==> src/rtl/text_link_if.sv <==
// text_link_if: handshake, strobe and status bundle between text_link_ctrl and the link stages.
interface text_link_if #(parameter int CNT_W = 16);
   logic clr, src_valid, src_last, src_ready, key_ready;
   logic tx_start, tx_done, ch_start, ch_done, rx_start, rx_done;
   logic err_corrected, err_detected, err_fatal;
   logic sink_valid, sink_ready, busy, msg_done, timeout_err;
   logic [CNT_W-1:0] char_count;
   logic [7:0] corr_count, fatal_count;
   modport master (
      input clr, src_valid, src_last, key_ready, tx_done, ch_done, rx_done,
      input err_corrected, err_detected, err_fatal, sink_ready,
      output src_ready, tx_start, ch_start, rx_start, sink_valid, busy, msg_done,
      output timeout_err, char_count, corr_count, fatal_count
   );
   modport slave (
      output clr, src_valid, src_last, key_ready, tx_done, ch_done, rx_done,
      output err_corrected, err_detected, err_fatal, sink_ready,
      input src_ready, tx_start, ch_start, rx_start, sink_valid, busy, msg_done,
      input timeout_err, char_count, corr_count, fatal_count
   );
endinterface

==> src/rtl/text_link_ctrl.sv <==
// text_link_ctrl: per-character sequencer with start/done handshakes, per-stage timeout and error counters.
// Define TEXT_RETRY_EN to retransmit a character through the channel on a fatal Hamming error.
module text_link_ctrl #(
   parameter int TIMEOUT   = 255,
   parameter int MAX_RETRY = 3,
   parameter int CNT_W     = 16
) (
   input logic clk,
   input logic reset,
   text_link_if.master bus
);
   localparam int TW = $clog2(TIMEOUT + 2);
   typedef enum logic [3:0] {IDLE, WAIT_KEY, FETCH, TX, CH, RX, DELIVER, DONE, ERROR} state_t;
   state_t r_state;
   logic [TW-1:0] r_tmo;
   logic r_last, r_tx_start, r_ch_start, r_rx_start, r_timeout_err;
   logic [CNT_W-1:0] r_char_count;
   logic [7:0] r_corr_count, r_fatal_count;
   logic w_tmo_hit, w_retry;
`ifdef TEXT_RETRY_EN
   localparam int RW = $clog2(MAX_RETRY + 2);
   logic [RW-1:0] r_retry;
   assign w_retry = bus.err_fatal && (r_retry < RW'(MAX_RETRY));
   always_ff @(posedge clk or posedge reset)
      if (reset) r_retry <= '0;
      else if (bus.clr || (r_state == FETCH && bus.src_valid)) r_retry <= '0;
      else if (r_state == RX && bus.rx_done && w_retry) r_retry <= r_retry + 1'b1;
`else
   assign w_retry = 1'b0;
`endif
   assign w_tmo_hit = r_tmo == TW'(TIMEOUT);
   // r_tmo defaults to zero every cycle, so it restarts on each state entry and only grows while waiting
   always_ff @(posedge clk or posedge reset) begin
      if (reset) begin
         r_state       <= IDLE;
         r_tmo         <= '0;
         r_last        <= 1'b0;
         r_tx_start    <= 1'b0;
         r_ch_start    <= 1'b0;
         r_rx_start    <= 1'b0;
         r_timeout_err <= 1'b0;
         r_char_count  <= '0;
         r_corr_count  <= '0;
         r_fatal_count <= '0;
      end else begin
         r_tx_start <= 1'b0;
         r_ch_start <= 1'b0;
         r_rx_start <= 1'b0;
         r_tmo      <= '0;
         if (bus.clr) begin
            r_state       <= IDLE;
            r_timeout_err <= 1'b0;
            r_char_count  <= '0;
            r_corr_count  <= '0;
            r_fatal_count <= '0;
         end else begin
            case (r_state)
               IDLE: if (bus.src_valid) r_state <= WAIT_KEY;
               WAIT_KEY: if (bus.key_ready) r_state <= FETCH;
               FETCH: if (bus.src_valid) begin
                  r_last     <= bus.src_last;
                  r_state    <= TX;
                  r_tx_start <= 1'b1;
               end
               TX: if (bus.tx_done) begin
                  r_state    <= CH;
                  r_ch_start <= 1'b1;
               end else if (w_tmo_hit) begin
                  r_state       <= ERROR;
                  r_timeout_err <= 1'b1;
               end else r_tmo <= r_tmo + 1'b1;
               CH: if (bus.ch_done) begin
                  r_state    <= RX;
                  r_rx_start <= 1'b1;
               end else if (w_tmo_hit) begin
                  r_state       <= ERROR;
                  r_timeout_err <= 1'b1;
               end else r_tmo <= r_tmo + 1'b1;
               RX: if (bus.rx_done) begin
                  if (bus.err_fatal) r_fatal_count <= r_fatal_count + {7'd0, r_fatal_count != 8'hFF};
                  else if (bus.err_corrected) r_corr_count <= r_corr_count + {7'd0, r_corr_count != 8'hFF};
                  r_state    <= w_retry ? CH : DELIVER;
                  r_ch_start <= w_retry;
               end else if (w_tmo_hit) begin
                  r_state       <= ERROR;
                  r_timeout_err <= 1'b1;
               end else r_tmo <= r_tmo + 1'b1;
               DELIVER: if (bus.sink_ready) begin
                  r_char_count <= r_char_count + CNT_W'(r_char_count != '1);
                  r_state      <= r_last ? DONE : FETCH;
               end
               DONE: r_state <= IDLE;
               default: r_state <= ERROR;
            endcase
         end
      end
   end
   assign bus.src_ready   = r_state == FETCH;
   assign bus.sink_valid  = r_state == DELIVER;
   assign bus.busy        = r_state != IDLE;
   assign bus.msg_done    = r_state == DONE;
   assign bus.tx_start    = r_tx_start;
   assign bus.ch_start    = r_ch_start;
   assign bus.rx_start    = r_rx_start;
   assign bus.timeout_err = r_timeout_err;
   assign bus.char_count  = r_char_count;
   assign bus.corr_count  = r_corr_count;
   assign bus.fatal_count = r_fatal_count;
endmodule

==> src/flat_wrapper.sv <==
// flat-port wrapper written by rule: the top's interface ports become plain ports
module text_link_ctrl_flat 
#(
   parameter int TIMEOUT   = 255,
   parameter int MAX_RETRY = 3,
   parameter int CNT_W     = 16
)
  (clk, reset, bus_clr, bus_src_valid, bus_src_last, bus_key_ready, bus_tx_done, bus_ch_done, bus_rx_done, bus_err_corrected, bus_err_detected, bus_err_fatal, bus_sink_ready, bus_src_ready, bus_tx_start, bus_ch_start, bus_rx_start, bus_sink_valid, bus_busy, bus_msg_done, bus_timeout_err, bus_char_count, bus_corr_count, bus_fatal_count);
  text_link_if #(.CNT_W(CNT_W)) bus_i ();
  input logic clk;
  input logic reset;
  input wire logic [$bits(bus_i.clr)-1:0] bus_clr;
  input wire logic [$bits(bus_i.src_valid)-1:0] bus_src_valid;
  input wire logic [$bits(bus_i.src_last)-1:0] bus_src_last;
  input wire logic [$bits(bus_i.key_ready)-1:0] bus_key_ready;
  input wire logic [$bits(bus_i.tx_done)-1:0] bus_tx_done;
  input wire logic [$bits(bus_i.ch_done)-1:0] bus_ch_done;
  input wire logic [$bits(bus_i.rx_done)-1:0] bus_rx_done;
  input wire logic [$bits(bus_i.err_corrected)-1:0] bus_err_corrected;
  input wire logic [$bits(bus_i.err_detected)-1:0] bus_err_detected;
  input wire logic [$bits(bus_i.err_fatal)-1:0] bus_err_fatal;
  input wire logic [$bits(bus_i.sink_ready)-1:0] bus_sink_ready;
  output wire logic [$bits(bus_i.src_ready)-1:0] bus_src_ready;
  output wire logic [$bits(bus_i.tx_start)-1:0] bus_tx_start;
  output wire logic [$bits(bus_i.ch_start)-1:0] bus_ch_start;
  output wire logic [$bits(bus_i.rx_start)-1:0] bus_rx_start;
  output wire logic [$bits(bus_i.sink_valid)-1:0] bus_sink_valid;
  output wire logic [$bits(bus_i.busy)-1:0] bus_busy;
  output wire logic [$bits(bus_i.msg_done)-1:0] bus_msg_done;
  output wire logic [$bits(bus_i.timeout_err)-1:0] bus_timeout_err;
  output wire logic [$bits(bus_i.char_count)-1:0] bus_char_count;
  output wire logic [$bits(bus_i.corr_count)-1:0] bus_corr_count;
  output wire logic [$bits(bus_i.fatal_count)-1:0] bus_fatal_count;
  assign bus_i.clr = bus_clr;
  assign bus_i.src_valid = bus_src_valid;
  assign bus_i.src_last = bus_src_last;
  assign bus_i.key_ready = bus_key_ready;
  assign bus_i.tx_done = bus_tx_done;
  assign bus_i.ch_done = bus_ch_done;
  assign bus_i.rx_done = bus_rx_done;
  assign bus_i.err_corrected = bus_err_corrected;
  assign bus_i.err_detected = bus_err_detected;
  assign bus_i.err_fatal = bus_err_fatal;
  assign bus_i.sink_ready = bus_sink_ready;
  assign bus_src_ready = bus_i.src_ready;
  assign bus_tx_start = bus_i.tx_start;
  assign bus_ch_start = bus_i.ch_start;
  assign bus_rx_start = bus_i.rx_start;
  assign bus_sink_valid = bus_i.sink_valid;
  assign bus_busy = bus_i.busy;
  assign bus_msg_done = bus_i.msg_done;
  assign bus_timeout_err = bus_i.timeout_err;
  assign bus_char_count = bus_i.char_count;
  assign bus_corr_count = bus_i.corr_count;
  assign bus_fatal_count = bus_i.fatal_count;
  text_link_ctrl #(.TIMEOUT(TIMEOUT), .MAX_RETRY(MAX_RETRY), .CNT_W(CNT_W)) u_core (.clk(clk), .reset(reset), .bus(bus_i));
endmodule
==> config.mk <==
export PLATFORM = sky130hd
export DESIGN_NAME = text_link_ctrl_flat
export DESIGN_NICKNAME = d
export VERILOG_FILES = /design/src/rtl/text_link_if.sv /design/src/rtl/text_link_ctrl.sv /design/src/flat_wrapper.sv
export SDC_FILE = /design/constraint.sdc
export NUM_CORES = 1
export LEC_CHECK = 0
export CORE_ASPECT_RATIO = 1.75
export CORE_MARGIN = 3
export CORE_UTILIZATION = 47
export DETAILED_ROUTE_END_ITERATION = 7
export PLACE_DENSITY = 0.78
export SETUP_SLACK_MARGIN = 0.3
export SLEW_MARGIN = 15
export SYNTH_ARGS = -nofsm -noshare
export SYNTH_HDL_FRONTEND = slang
export SYNTH_SLANG_ARGS = --single-unit
==> constraint.sdc <==
create_clock -name clk -period 2.3 [get_ports clk]
set_clock_uncertainty 0.2 [all_clocks]
set_input_delay 0.69 -clock clk [delete_from_list [all_inputs] [get_ports clk]]
set_output_delay 0.69 -clock clk [all_outputs]
set_load 0.03 [all_outputs]
* Word level (Yosys, flattened, before mapping) *
Index checks and enable logic that the tools add are counted.

cells by class
  bitwise operators = 1
  add/subtract/negate cells = 4
  equality and inequality tests = 19
  multiplexer cells = 44
  reduce and logical (&&, ||, !) cells = 15

operator list
  kind                                                                   count
  8-bit 2-to-1 mux                                                       9
  16-bit 2-to-1 mux                                                      3
  9-bit 2-to-1 mux                                                       5
  4-bit 2-to-1 mux                                                       9
  4-bit one-hot mux with 8 select lines                                  1
  9-bit one-hot mux with 3 select lines                                  1
  3-bit inequality test, second input constant                           7
  16-bit by 1-bit adder with 16-bit output                               1
  8-bit by 1-bit adder with 8-bit output                                 2
  4-bit by 3-bit equality test with 1-bit output, second input constant  4
  16-bit inequality test, second input constant                          1
  8-bit inequality test, second input constant                           2
  1-bit 2-to-1 mux                                                       14
  4-bit AND reduction                                                    3
  2-bit nonzero test                                                     6
  9-bit by 1-bit adder with 9-bit output, second input constant          1
  9-bit by 8-bit equality test with 1-bit output, second input constant  1
  4-bit by 2-bit equality test with 1-bit output, second input constant  2
  4-bit nonzero test                                                     2
  3-bit AND reduction                                                    2
  4-bit by 1-bit equality test with 1-bit output, second input constant  1
  4-bit logical NOT                                                      1
  3-bit 2-to-1 mux                                                       1
  1-bit one-hot mux with 3 select lines                                  1
  3 further kinds                                                        3

storage, ports and cells
  word-level logic and storage cells = 93
  input bits = 13
  register bits after elaboration = 50

* Depth between registers and ports, before layout *
  depth after elaboration = 7
  gate-level depth with buffers = 11
  depth with buffers taken out = 10

* Worst setup path after synthesis *
No wires, ideal clock.

  kind = flip-flop to flip-flop
  from = register u_core.r_char_count[4], in the netlist u_core.bus.char_count[4]
  to = register u_core.r_char_count[14], in the netlist u_core.bus.char_count[14]
  arrival = 2.226 ns
  buffers on the path = 1
  required time = 1.981 ns
  cell stages (with the launch flop) = 12
  path slack = -0.245 ns
  cell sequence = dfrtp_1 nand4_1 or2_1 buf_2 nor3_1 nand3_1 ha_1 ha_1 and3_1 nand4_1 nor4_1 o21ba_1

on the way
  longest elaborated chain between the ends = 5

RTL lines
  item                                        RTL line              source
  from (decl)                                 text_link_ctrl.sv:17  logic [CNT_W-1:0] r_char_count;
  from (signal assigned)                      text_link_ctrl.sv:89  r_char_count <= r_char_count + CNT_W'(r_char_count != '1);
  16-bit inequality test                      text_link_ctrl.sv:89
  16-bit by 1-bit adder with 16-bit output *  text_link_ctrl.sv:89
  16-bit 2-to-1 mux *                         text_link_ctrl.sv:88  DELIVER: if (bus.sink_ready) begin
  16-bit 2-to-1 mux *                         text_link_ctrl.sv:57  case (r_state)
  16-bit 2-to-1 mux *                         text_link_ctrl.sv:50  if (bus.clr) begin

Mark *: on every way between the ends. The rest lies on a longest branch, timed or not. The select of a mux whose other input is x is not followed.
A chain may end at the register's enable or synchronous reset.

* Worst setup path in the final report *
  from = register u_core.r_char_count[7], in the netlist u_core.bus.char_count[7]
  to = register u_core.r_char_count[3], in the netlist u_core.bus.char_count[3]

on the way
  longest elaborated chain between the ends = 5

RTL lines
  item                                      RTL line
  16-bit inequality test                    text_link_ctrl.sv:89
  16-bit by 1-bit adder with 16-bit output  text_link_ctrl.sv:89
  16-bit 2-to-1 mux                         text_link_ctrl.sv:88
  16-bit 2-to-1 mux                         text_link_ctrl.sv:57
  16-bit 2-to-1 mux                         text_link_ctrl.sv:50

Every way passes these cells. The select of a mux whose other input is x is not followed.

==> results.yml <==
synth:
  avgSynthCellArea_um2: 9.50
  ys_ff_latch: 50
  syn-num-nets: 310
  synth-edff-count: 0
  ys_async_sr_fraction_pct: 100
  netlist_area_um2: 2760
  synth_warnings: 0
  synth_top_flop_cell: "dfrtp_1"
  yosysSeqAreaShare_pct: 45.4
  synth_cells: 290
  synth_cell_types: 50
grt:
  grt.overflow.total: 0
  antenna_found_initial: 0
  grt_max_degree: 51
  grt_pass1_vias: 2635
  grt_pass1_wl_um: 11900
  grt_usage_pct: 21.7
outcome:
  status: "finished, violations left"
  violations: "negative setup slack"
drt:
  dr.pass1.iters: 4
  wl_per_cell_um: 18.0
  first_iter_violations: 213
  vias_per_cell: 5.88
  final_antenna_net_count: 0
  routed_wl_um: 8680
  drcViolationCount: 0
  num_vias: 2838
hold_path:
  min_to: "u_core.r_tmo[0]$_DFF_PP0_"
  min_path_cells: 2
  hold_path_class: "reg2reg"
  hp-start: "u_core.r_tmo[0]$_DFF_PP0_"
clocking:
  ctsHoldBuffers: 0
  tritoncts: "built"
  worstSkewPairLatency_ns: 0.32
  cts.reportedPaths.clkPinSlew_ns: 0.11
  cts_buffers: 5
  cts.sinks: 50
  cts_buffer_depth: 2
  cts-root-buf: "clkbuf_8"
  cts_max_level: 2
power:
  vdd_drop_max_uv: 350
  p_total_mw: 1.84
  leakagePower_nw: 1.89
  p_per_area_nw_per_um2: 430
worst_setup_path:
  critPathMaxFanout: 4
  required_ns: 2.30
  reg2reg_from: "u_core.bus.char_count[7]$_DFFE_PP0P_"
  startpoint_type: "flop"
  critPathKind: "reg2reg"
  critPathArrivalTime_ns: 2.35
  reg2reg_depth: 11
  r2r_slack_ns: -0.05
  end_kind: "flop"
  r2r-end: "u_core.bus.char_count[3]$_DFFE_PP0P_"
finish:
  insertedDiodeCount: 0
  area_growth_pct: 55.7
  drive_gt1_share_pct: 45.9
  final_nets: 426
  filler_cell_count: 368
  finalNonFillerCells: 483
  utilization_pct: 76.2
floorplanning:
  die-height_um: 107
  die_w_um: 63.9
  coreArea_um2: 5630
  num_io_pins: 53
  die-area_um2: 6860
  core.rowCount: 36
  start_util_pct: 49.0
sta:
  rsz0062_at_grt: "yes"
  relSlewSlack_pct: 75.5
  fmax_ghz: 0.425
  fin_crit_ns: 2.35
  setup_viol: 4
  whs_ns: 0.351
  worst_slew_pin_slew_ns: 0.367
  fin_tns_setup_ns: -0.110
  finalCritPeriodShare_pct: 102
  hold_violations: 0
  fin_ws_ns: -0.0525
  slew_viol_final: 0
job:
  max_cap_violations: 0
placement:
  hpwl_um: 5020
  place_inst: 435
  placement.io_buffers: 51
  place_congestion: 0.831
-- cell families after synthesis --
family | Yosys count | share of synthesized area, %
multiplexers | 4 | 1.54
AND/OR/NAND/NOR | 142 | 29.3
adder cells (fa/ha/maj) | 7 | 3.18
flip-flops | 50 | 45.4
AO/OA/AOI/OAI | 43 | 9.94
XOR/XNOR | 23 | 7.31
buffers and inverters | 21 | 3.36
-- report_power, final --
part / internal, mW / switching [mW]
Clock: 0.228 / 0.336
Sequential: 0.895 / 0.0148
Combinational: 0.180 / 0.190
-- through the flow --
step,cell area (µm²),worst slack [ns]
floorplan,2860,-0.0160
global placement,3620,-0.102
detailed placement,3620,-0.181
CTS,3960,0.00388
global route,4290,-0.136
finish,4290,-0.0525
-- sequential cells by signal (all words and copies together), names as in the netlist --
register	flops
u_core.bus.char_count	16
u_core.r_tmo	9
u_core.bus.corr_count	8
u_core.bus.fatal_count	8
u_core.r_state	4
u_core.bus.ch_start	1
u_core.bus.rx_start	1
u_core.bus.timeout_err	1
u_core.bus.tx_start	1
u_core.r_last	1
-- repair_timing --
action,4_1_cts,5_1_grt
resized for setup,132,71
setup buffers,12,28
pin swaps,18,23
setup endpoints to repair,65,57
endpoints found under the hold margin,0,0
-- layer usage --
layer / routed length, µm / GRT usage [%]
met2: 4980 / 42.5
met5: 0 / 0
met4: 247 / 7.57
met3: 347 / 2.61
met1: 3100 / 23.0
-- worst max-delay path, stage by stage (launching register included) --
cell	delay [ns]
dfrtp_2	0.38
nand4_1	0.15
or2_1	0.28
nor3_2	0.11
nand3_1	0.10
ha_2	0.22
buf_6	0.12
and2_4	0.14
buf_6	0.13
nand4_1	0.09
xor2_1	0.21
nor2_1	0.09
-- cell usage in the layout, fill, tap and decap left out, types with 8 or more instances in the layout --
cell             netlist  final
xor2_1                11     11
clkdlybuf4s15_2        0     15
dfrtp_2                0     14
nand3_1               18     15
nor2_1                32     30
buf_2                  4      8
nand4_1               14     14
xnor2_1               12     12
buf_4                  1     59
dfrtp_1               50     36
buf_6                  0     13
nand2_1               22     20
a21oi_2                1      8
-- worst max path at each step --
stage	startpoint	endpoint	slack, ns	depth (start not counted)
after floorplan	u_core.bus.char_count[4]$_DFFE_PP0P_	u_core.bus.char_count[14]$_DFFE_PP0P_	-0.02	11
after global placement	u_core.r_state[3]$_DFFE_PP0P_	bus_busy	-0.10	2
after CTS	u_core.r_state[3]$_DFFE_PP0P_	bus_sink_valid	0.004	4
final	u_core.bus.char_count[7]$_DFFE_PP0P_	u_core.bus.char_count[3]$_DFFE_PP0P_	-0.05	11
after global routing	u_core.bus.char_count[7]$_DFFE_PP0P_	u_core.bus.char_count[3]$_DFFE_PP0P_	-0.14	11
after detailed placement	bus_clr	u_core.r_state[1]$_DFFE_PP0P_	-0.18	5
-- final cells by class --
class | instances | area [µm²] | area share (%)
tap | 76 | 95.1 | 2.22
inverter | 8 | 38.8 | 0.904
multi-input combinational | 219 | 1720 | 40.1
timing repair buffer | 122 | 1070 | 24.9
sequential | 50 | 1270 | 29.6
clock buffer | 5 | 68.8 | 1.60
clock inverter | 3 | 28.8 | 0.671
-- synth_stat cells, drive strengths merged (2+ instances only) --
master  instances  share of area, %
mux2i           2              0.73
nor2b           3              0.68
dfrtp          50                45
nand2          23               3.2
nand3          19               3.9
nor3b           5               1.8
nor2           32               4.4
a21oi          15               2.9
ha              7               3.2
nor4            7               1.6
clkbuf          7              0.95
and3            7               1.6
and4            2              0.64
or2             2              0.45
and2            3              0.68
o32ai           2              0.64
a21o            2              0.54
inv             8               1.3
or4             6               1.6
o22ai           2              0.45
nor3            6               1.1
o21ai           9               1.6
nand4          14               3.2
o31ai           7               1.9
buf             6               1.1
or3             6               1.4
xor2           11               3.5
xnor2          12               3.8
mux2            2              0.82
Note: power is estimated with default switching activity, not from simulation.
